==> src/rtl/axis_fifo_buffer_pkg.sv <==
// Shared helpers for the axis_fifo_buffer elastic buffer.
package axis_fifo_buffer_pkg;

    function automatic bit is_pow2(input int value);
        return (value > 0) && ((value & (value - 1)) == 0);
    endfunction

endpackage

==> src/rtl/axis_if.sv <==
// Minimal AXI Stream bundle: manager drives tvalid/tdata, subordinate drives tready.
interface axis_if #(
    parameter int TDATA_WIDTH = 8
);
    logic                   tvalid;
    logic                   tready;
    logic [TDATA_WIDTH-1:0] tdata;

    modport m (output tvalid, output tdata, input tready);
    modport s (input tvalid, input tdata, output tready);
endinterface

==> src/rtl/axis_fifo_buffer.sv <==
// DEPTH-entry AXI Stream elastic buffer with occupancy count, almost-full flag
// and synchronous flush; all handshake outputs come straight from registers.
module axis_fifo_buffer
    import axis_fifo_buffer_pkg::*;
#(
    parameter int DEPTH       = 4,
    parameter int AFULL_LEVEL = DEPTH - 1,
    localparam int CW         = $clog2(DEPTH + 1)
) (
    input  logic          clk,
    input  logic          rst,
    axis_if.m             axis_mif,
    axis_if.s             axis_sif,
    input  logic          invalidate,
    output logic [CW-1:0] count,
    output logic          almost_full
);
    localparam int TDATA_WIDTH = $bits(axis_mif.tdata);
    localparam int AW          = $clog2(DEPTH);

    localparam logic [AW:0]   PTR_STEP  = (AW + 1)'(1);
    localparam logic [CW-1:0] CNT_STEP  = CW'(1);
    localparam logic [CW-1:0] AFULL_CNT = CW'(AFULL_LEVEL);

    if (TDATA_WIDTH <= 0) begin : g_bad_width
        $fatal(1, "axis_fifo_buffer: TDATA_WIDTH must be > 0");
    end
    if ($bits(axis_sif.tdata) != TDATA_WIDTH) begin : g_width_mismatch
        $fatal(1, "axis_fifo_buffer: TDATA_WIDTH differs between axis_mif and axis_sif");
    end
    if (!is_pow2(DEPTH) || DEPTH < 2) begin : g_bad_depth
        $fatal(1, "axis_fifo_buffer: DEPTH must be a power of two and >= 2");
    end
    if (AFULL_LEVEL < 1 || AFULL_LEVEL > DEPTH) begin : g_bad_afull
        $fatal(1, "axis_fifo_buffer: AFULL_LEVEL must be in 1..DEPTH");
    end

    logic [TDATA_WIDTH-1:0] mem [DEPTH];
    logic [AW:0]            wr_ptr;
    logic [AW:0]            rd_ptr;
    logic [CW-1:0]          count_next;
    logic                   empty;
    logic                   full;
    logic                   push;
    logic                   pop;

    // The extra MSB on each pointer separates "same slot, same lap" (empty)
    // from "same slot, writer one lap ahead" (full).
    assign empty = (wr_ptr == rd_ptr);
    assign full  = (wr_ptr[AW-1:0] == rd_ptr[AW-1:0]) && (wr_ptr[AW] != rd_ptr[AW]);

    assign axis_sif.tready = !full;
    assign axis_mif.tvalid = !empty;
    assign axis_mif.tdata  = mem[rd_ptr[AW-1:0]];

    assign push = axis_sif.tvalid && !full;
    assign pop  = axis_mif.tready && !empty;

    // NOTE: every variable written here gets a default first, so no latch is inferred.
    always_comb begin
        count_next = count;
        unique case ({push, pop})
            2'b10:   count_next = count + CNT_STEP;
            2'b01:   count_next = count - CNT_STEP;
            default: count_next = count;
        endcase
    end

    // NOTE: sequential state uses non-blocking assignments only, so every flop
    // samples the pre-edge values regardless of statement order.
    always_ff @(posedge clk or posedge rst) begin
        if (rst) begin
            wr_ptr      <= '0;
            rd_ptr      <= '0;
            count       <= '0;
            almost_full <= 1'b0;
            // NOTE: storage is reset as well so tdata is deterministic out of reset.
            for (int i = 0; i < DEPTH; i++) begin
                mem[i] <= '0;
            end
        end else if (invalidate) begin
            wr_ptr      <= '0;
            rd_ptr      <= '0;
            count       <= '0;
            almost_full <= 1'b0;
        end else begin
            if (push) begin
                mem[wr_ptr[AW-1:0]] <= axis_sif.tdata;
                wr_ptr              <= wr_ptr + PTR_STEP;
            end
            if (pop) begin
                rd_ptr <= rd_ptr + PTR_STEP;
            end
            count       <= count_next;
            almost_full <= (count_next >= AFULL_CNT);
        end
    end

endmodule

==> src/flat_wrapper.sv <==
// flat-port wrapper written by rule: the top's interface ports become plain ports
module axis_fifo_buffer_flat import axis_fifo_buffer_pkg::*;
#(
    parameter int DEPTH       = 4,
    parameter int AFULL_LEVEL = DEPTH - 1,
    localparam int CW         = $clog2(DEPTH + 1)
)
  (clk, rst, invalidate, count, almost_full, axis_mif_tvalid, axis_mif_tdata, axis_mif_tready, axis_sif_tvalid, axis_sif_tdata, axis_sif_tready);
  axis_if #(.TDATA_WIDTH(8)) axis_mif_i ();
  axis_if #(.TDATA_WIDTH(8)) axis_sif_i ();
  input  logic clk;
  input  logic rst;
  input  logic invalidate;
  output logic [CW-1:0] count;
  output logic almost_full;
  output wire logic [$bits(axis_mif_i.tvalid)-1:0] axis_mif_tvalid;
  output wire logic [$bits(axis_mif_i.tdata)-1:0] axis_mif_tdata;
  input wire logic [$bits(axis_mif_i.tready)-1:0] axis_mif_tready;
  input wire logic [$bits(axis_sif_i.tvalid)-1:0] axis_sif_tvalid;
  input wire logic [$bits(axis_sif_i.tdata)-1:0] axis_sif_tdata;
  output wire logic [$bits(axis_sif_i.tready)-1:0] axis_sif_tready;
  assign axis_mif_tvalid = axis_mif_i.tvalid;
  assign axis_mif_tdata = axis_mif_i.tdata;
  assign axis_mif_i.tready = axis_mif_tready;
  assign axis_sif_i.tvalid = axis_sif_tvalid;
  assign axis_sif_i.tdata = axis_sif_tdata;
  assign axis_sif_tready = axis_sif_i.tready;
  axis_fifo_buffer #(.DEPTH(DEPTH), .AFULL_LEVEL(AFULL_LEVEL)) u_core (.clk(clk), .rst(rst), .axis_mif(axis_mif_i), .axis_sif(axis_sif_i), .invalidate(invalidate), .count(count), .almost_full(almost_full));
endmodule
==> config.mk <==
export PLATFORM = sky130hd
export DESIGN_NAME = axis_fifo_buffer_flat
export DESIGN_NICKNAME = d
export VERILOG_FILES = /design/src/rtl/axis_fifo_buffer_pkg.sv /design/src/rtl/axis_if.sv /design/src/rtl/axis_fifo_buffer.sv /design/src/flat_wrapper.sv
export SDC_FILE = /design/constraint.sdc
export NUM_CORES = 1
export LEC_CHECK = 0
export ABC_CLOCK_PERIOD_IN_PS = 3100
export CAP_MARGIN = 10
export CORE_MARGIN = 2
export CORE_UTILIZATION = 45
export CTS_BUF_LIST = sky130_fd_sc_hd__clkbuf_8
export DETAILED_ROUTE_END_ITERATION = 6
export PLACE_DENSITY = 0.67
export SLEW_MARGIN = 40
export SYNTH_ARGS = -nofsm -noshare
export SYNTH_HDL_FRONTEND = slang
export SYNTH_SLANG_ARGS = --single-unit
==> constraint.sdc <==
create_clock -name clk -period 3.1 [get_ports clk]
set_input_delay 0.31 -clock clk [delete_from_list [all_inputs] [get_ports clk]]
set_output_delay 0.31 -clock clk [all_outputs]
set_load 0.02 [all_outputs]
# Word-level counts from Yosys, hierarchy flattened
# Cells that the tools add are included.
# word_totals
ff_bits	42
inputBits	13
out_inout_bits	14
# op_classes
n_addsub	4
order_cmp	4
n_eq_ne	5
mux	13
bitwise_logic	3
reduce_logical	9
# op_table
op	n
$bwmux 32	1
$mux 8	3
$bmux 8 s2	1
$demux 8 s2	1
$mux 3	5
$add 3x1->3 const B	3
$ge 3x3->1 const B	2
$not 2->3	2
$pmux 3 s2	1
$logic_and 1x1->1	4
$reduce_bool 2->1	2
$eq 3x3->1	1
$ge 3x2->1 const B	1
$lt 3x1->1 const B	1
$sub 3x1->3 const B	1
$eq 2x1->1 const B	1
$eq 2x2->1	1
$eq 2x2->1 const B	1
$logic_not 1->1	2
$reduce_and 2->1	1
$mux 1	1
$ne 1x1->1	1
$not 1->1	1

# Longest topological paths before layout
# depth
word_depth	8
mapped_depth	9
ltp_nobuf	8

# Least setup slack after synthesis
# OpenSTA, ideal clock, no wires.
# synth_timing
kind	reg2reg
start	reg u_core.rd_ptr[0]
end	reg u_core.almost_full
setup_ns	0.082
arrival_time_ns	2.392
required_ns	3.018
setup_slack_ns	0.626
stages_incl_launch_ff	10
cell_sequence	dfrtp_1 buf_2 xnor2_1 nand3_1 nand2_1 ha_1 fa_1 xnor2_1 or3_1 a31oi_1
# synth_via
elab_chain_cells	8
elab_cells_between_ends	12
cone_classes	order compare: 1; eq/ne: 4; mux: 2; reduce/logical: 5
# synth_rtl
element	line_no	rtl
start, declared	axis_fifo_buffer.sv:40	logic [AW:0] rd_ptr;
start signal, assigned	axis_fifo_buffer.sv:92	rd_ptr <= rd_ptr + PTR_STEP;
$eq 2x2->1 (*)	axis_fifo_buffer.sv:50	assign full = (wr_ptr[AW-1:0] == rd_ptr[AW-1:0]) && (wr_ptr[AW] != rd_ptr[AW]);
$logic_and 1x1->1 (*)	axis_fifo_buffer.sv:50	
$logic_not 1->1 (*)	--	
named net axis_sif_tready	flat_wrapper.sv:21	output wire logic [$bits(axis_sif_i.tready)-1:0] axis_sif_tready;
$logic_and 1x1->1 (*)	axis_fifo_buffer.sv:56	assign push = axis_sif.tvalid && !full;
$eq 2x1->1 / $eq 2x2->1 (equally long branches)	axis_fifo_buffer.sv:62	unique case ({push, pop})
$pmux 3 s2 (*)	axis_fifo_buffer.sv:62	
$ge 3x2->1 (*)	axis_fifo_buffer.sv:95	almost_full <= (count_next >= AFULL_CNT);
$mux 1 (*)	axis_fifo_buffer.sv:81	end else if (invalidate) begin
end signal, assigned	axis_fifo_buffer.sv:95	
end, declared	axis_fifo_buffer.sv:16	output logic almost_full
# The timed path passes the listed nets; every way through them passes the cells marked *.
# A chain may end at the register's enable or synchronous reset.

# Worst setup path in the final report
# layout_timing
start	reg u_core.wr_ptr[2]
end	reg u_core.almost_full
# layout_via
elab_chain_cells	8
elab_cells_between_ends	12
cone_classes	order compare: 1; eq/ne: 4; mux: 2; reduce/logical: 5
# layout_rtl
element	line_no	rtl
start, declared	axis_fifo_buffer.sv:39	logic [AW:0] wr_ptr;
start signal, assigned	axis_fifo_buffer.sv:89	wr_ptr <= wr_ptr + PTR_STEP;
$ne 1x1->1	axis_fifo_buffer.sv:50	
$logic_and 1x1->1	axis_fifo_buffer.sv:50	
$logic_not 1->1	axis_fifo_buffer.sv:56	
$logic_and 1x1->1	axis_fifo_buffer.sv:56	
$eq 2x1->1 / $eq 2x2->1 (equally long branches)	axis_fifo_buffer.sv:62	
$pmux 3 s2 (*)	axis_fifo_buffer.sv:62	
$ge 3x2->1 (*)	axis_fifo_buffer.sv:95	
$mux 1 (*)	axis_fifo_buffer.sv:81	
# Every way passes the cells marked *; elsewhere a longest branch is shown, timed or not.

==> impl_metrics.py <==
metrics = {
    "clock_network": {
        "cts.sinks": 42,
        "post-cts-setup-buffers": 0,
        "cts_resized": 0,
        "cts_root_buf": "clkbuf_8",
        "cts_made_buffers": 5,
        "tritoncts": "yes",
        "htree_levels": 2,
        "clockBufferDepth": 2,
        "clk_pin_slew_worst_paths_ns": 0.08,
        "cts_hold_buf": 0,
        "clock_latency_ns": 0.29,
    },
    "routing": {
        "drc": 0,
        "met2RoutedLength_um": 2200,
        "ant_nets": 0,
        "route.met3.wl_um": 198,
        "first_pass_iters": 4,
        "drt_wl_total_um": 4440,
        "via_per_inst": 5.58,
        "routedWlPerCell_um": 16.8,
        "met1Wirelength_um": 1980,
        "top_layer": "met4",
        "vias": 1479,
        "drt-initial-drc-count": 78,
    },
    "global_route": {
        "grt-ovfl-total": 0,
        "grt_max_degree": 43,
        "grt_pass1_wl_um": 7530,
        "grtUsageTotal_pct": 18.4,
        "grt_pass1_vias": 1533,
        "antenna_found_initial": 0,
    },
    "layout": {
        "finish.utilization_pct": 56.4,
        "layout_common_cells": "dfrtp_1 (42), mux2_2 (32), clkdlybuf4s50_1 (26)",
        "nNetsFinal": 217,
        "final_cell_area_um2": 2680,
        "stdcell_count": 265,
        "fillers": 389,
        "layout_commonest_cell": "dfrtp_1",
        "insertedDiodeCount": 0,
        "syn2layout_area_growth_pct": 20.6,
        "drive_gt1_share_pct": 30.3,
    },
    "setup_path": {
        "cp.arrival_ns": 2.88,
        "critPathCaptureType": "flip-flop",
        "reg2reg_depth": 7,
        "cp_max_fo": 9,
        "startpoint_type": "flip-flop",
        "required_ns": 3.31,
        "criticalPathCategory": "reg2reg",
    },
    "sta": {
        "tightestPinTransition_ns": 0.717,
        "timing.hold.ws_ns": 0.447,
        "period_needed_ns": 2.68,
        "rsz0062_at_grt": "no",
        "skew_ns": 0.00817,
        "finalSetupViolCount": 0,
        "fmax_mhz": 374,
        "report.final.slew_viol_count": 0,
        "tns_ns": 0,
        "slew_headroom_pct": 52.0,
        "setup_ws_ns": 0.424,
        "fin_crit_sh_pct": 86.3,
        "hold_viol_final": 0,
    },
    "flow_run": {
        "maxCapViolCount": 0,
    },
    "synthesis": {
        "syn_nets": 183,
        "synth_cell_types": 33,
        "synth_edf_count": 0,
        "synth_flop_cell": "dfrtp_1",
        "ys_seq_area_share_pct": 47.2,
        "ys_ff_latch": 42,
        "async_flop_share_pct": 100,
        "yosysWarnings": 0,
        "synthCells": 163,
        "synth.avg_cell_area_um2": 13.6,
        "syn-cell-area_um2": 2220,
    },
    "floorplanning": {
        "die_area_um2": 5520,
        "die_h_um": 74.3,
        "coreArea_um2": 4750,
        "initial_core_util_pct": 46.8,
        "rows": 25,
        "die_w_um": 74.3,
        "pin_count": 27,
    },
    "pwr": {
        "peakVddDrop_v": 0.000497,
        "p_total_mw": 2.63,
        "leakagePower_nw": 1.13,
        "p_per_area_nw_per_um2": 978,
    },
    "place": {
        "dp_cells": 257,
        "port_buffers": 26,
        "dp_slack_ns": 0.432,
        "hpwl_um": 3100,
        "placed_area_um2": 2590,
        "gp_congestion": 0.852,
    },
    "worst_hold_path": {
        "hp-class": "in2async",
    },
    "run_status": {
        "status": "finished, final reports clean",
    },
}
==> cell type report <==
class,instances,area [um2],area share (%)
Clock inverter,2,8.76,0.326
Timing Repair Buffer,33,313,11.7
Sequential cell,42,1050,39.2
Inverter,5,18.8,0.699
Tap cell,67,83.8,3.12
Multi-Input combinational cell,110,1130,42.0
Clock buffer,6,82.6,3.08
==> kinds of logic after synthesis <==
group / Yosys count / share of synthesized area, %
muxes: 41 / 24.7
AOI/OAI and AO/OA: 26 / 11.1
and+or+nand+nor: 28 / 6.64
buffers and inverters: 11 / 2.14
xor gates and xnor gates: 8 / 3.83
adders and majority gates: 7 / 4.27
DFF: 42 / 47.2
==> final timing paths <==
path | startpoint | to | slack [ns]
max | u_core.wr_ptr[2] | u_core.almost_full | 0.42
min | rst | u_core.count[0] | 0.45
max reg2reg | u_core.wr_ptr[2] | u_core.almost_full | 0.42
min reg2reg | u_core.mem[10] | u_core.mem[10] | 0.51
max in group asynchronous | rst | u_core.mem[12] | 2.29
min in group clk | u_core.mem[10] | u_core.mem[10] | 0.51
==> worst max-delay path, stage by stage (launching register included) <==
cell and delay (ns):
dfrtp_1 0.46, xnor2_2 0.62, a21oi_1 0.17, ha_1 0.25, fa_1 0.39, xnor2_1 0.17
or3_1 0.35, a31oi_1 0.19
==> registers in the layout, summed over array words and instances, names as in the netlist <==
| register | flops |
|---|---|
| u_core.mem | 32 |
| u_core.count | 3 |
| u_core.rd_ptr | 3 |
| u_core.wr_ptr | 3 |
| u_core.almost_full | 1 |
==> Yosys cell counts, drive strengths merged (3+ instances only) <==
master  count  area (um2)
a21o        3        22.5
a21oi       3        15.0
a31oi       5        31.3
buf         3        17.5
clkbuf      3        11.3
dfrtp      42        1050
ha          6        75.1
inv         5        18.8
mux2       32         360
mux4        8         180
nand2       8        30.0
nand3       3        15.0
nand4       3        18.8
nor2        4        15.0
nor3b       3        22.5
o21ai       5        25.0
o311ai      4         105
xnor2       4        42.6
xor2        4        42.6
==> report_power, final <==
part           total, mW  internal (mW)  switching, mW
combinational       1.32          0.684          0.633
sequential         0.953          0.786          0.167
clock              0.356          0.176          0.179
==> per-layer routing <==
| metal | vias up | track usage (%) |
|---|---|---|
| met2 | 52 | 31.5 |
| met1 | 744 | 23.8 |
| met5 | - | 0 |
| met4 | 0 | 6.15 |
| li1 | 677 | - |
| met3 | 6 | 3.12 |
(Power assumes the default switching activity.)
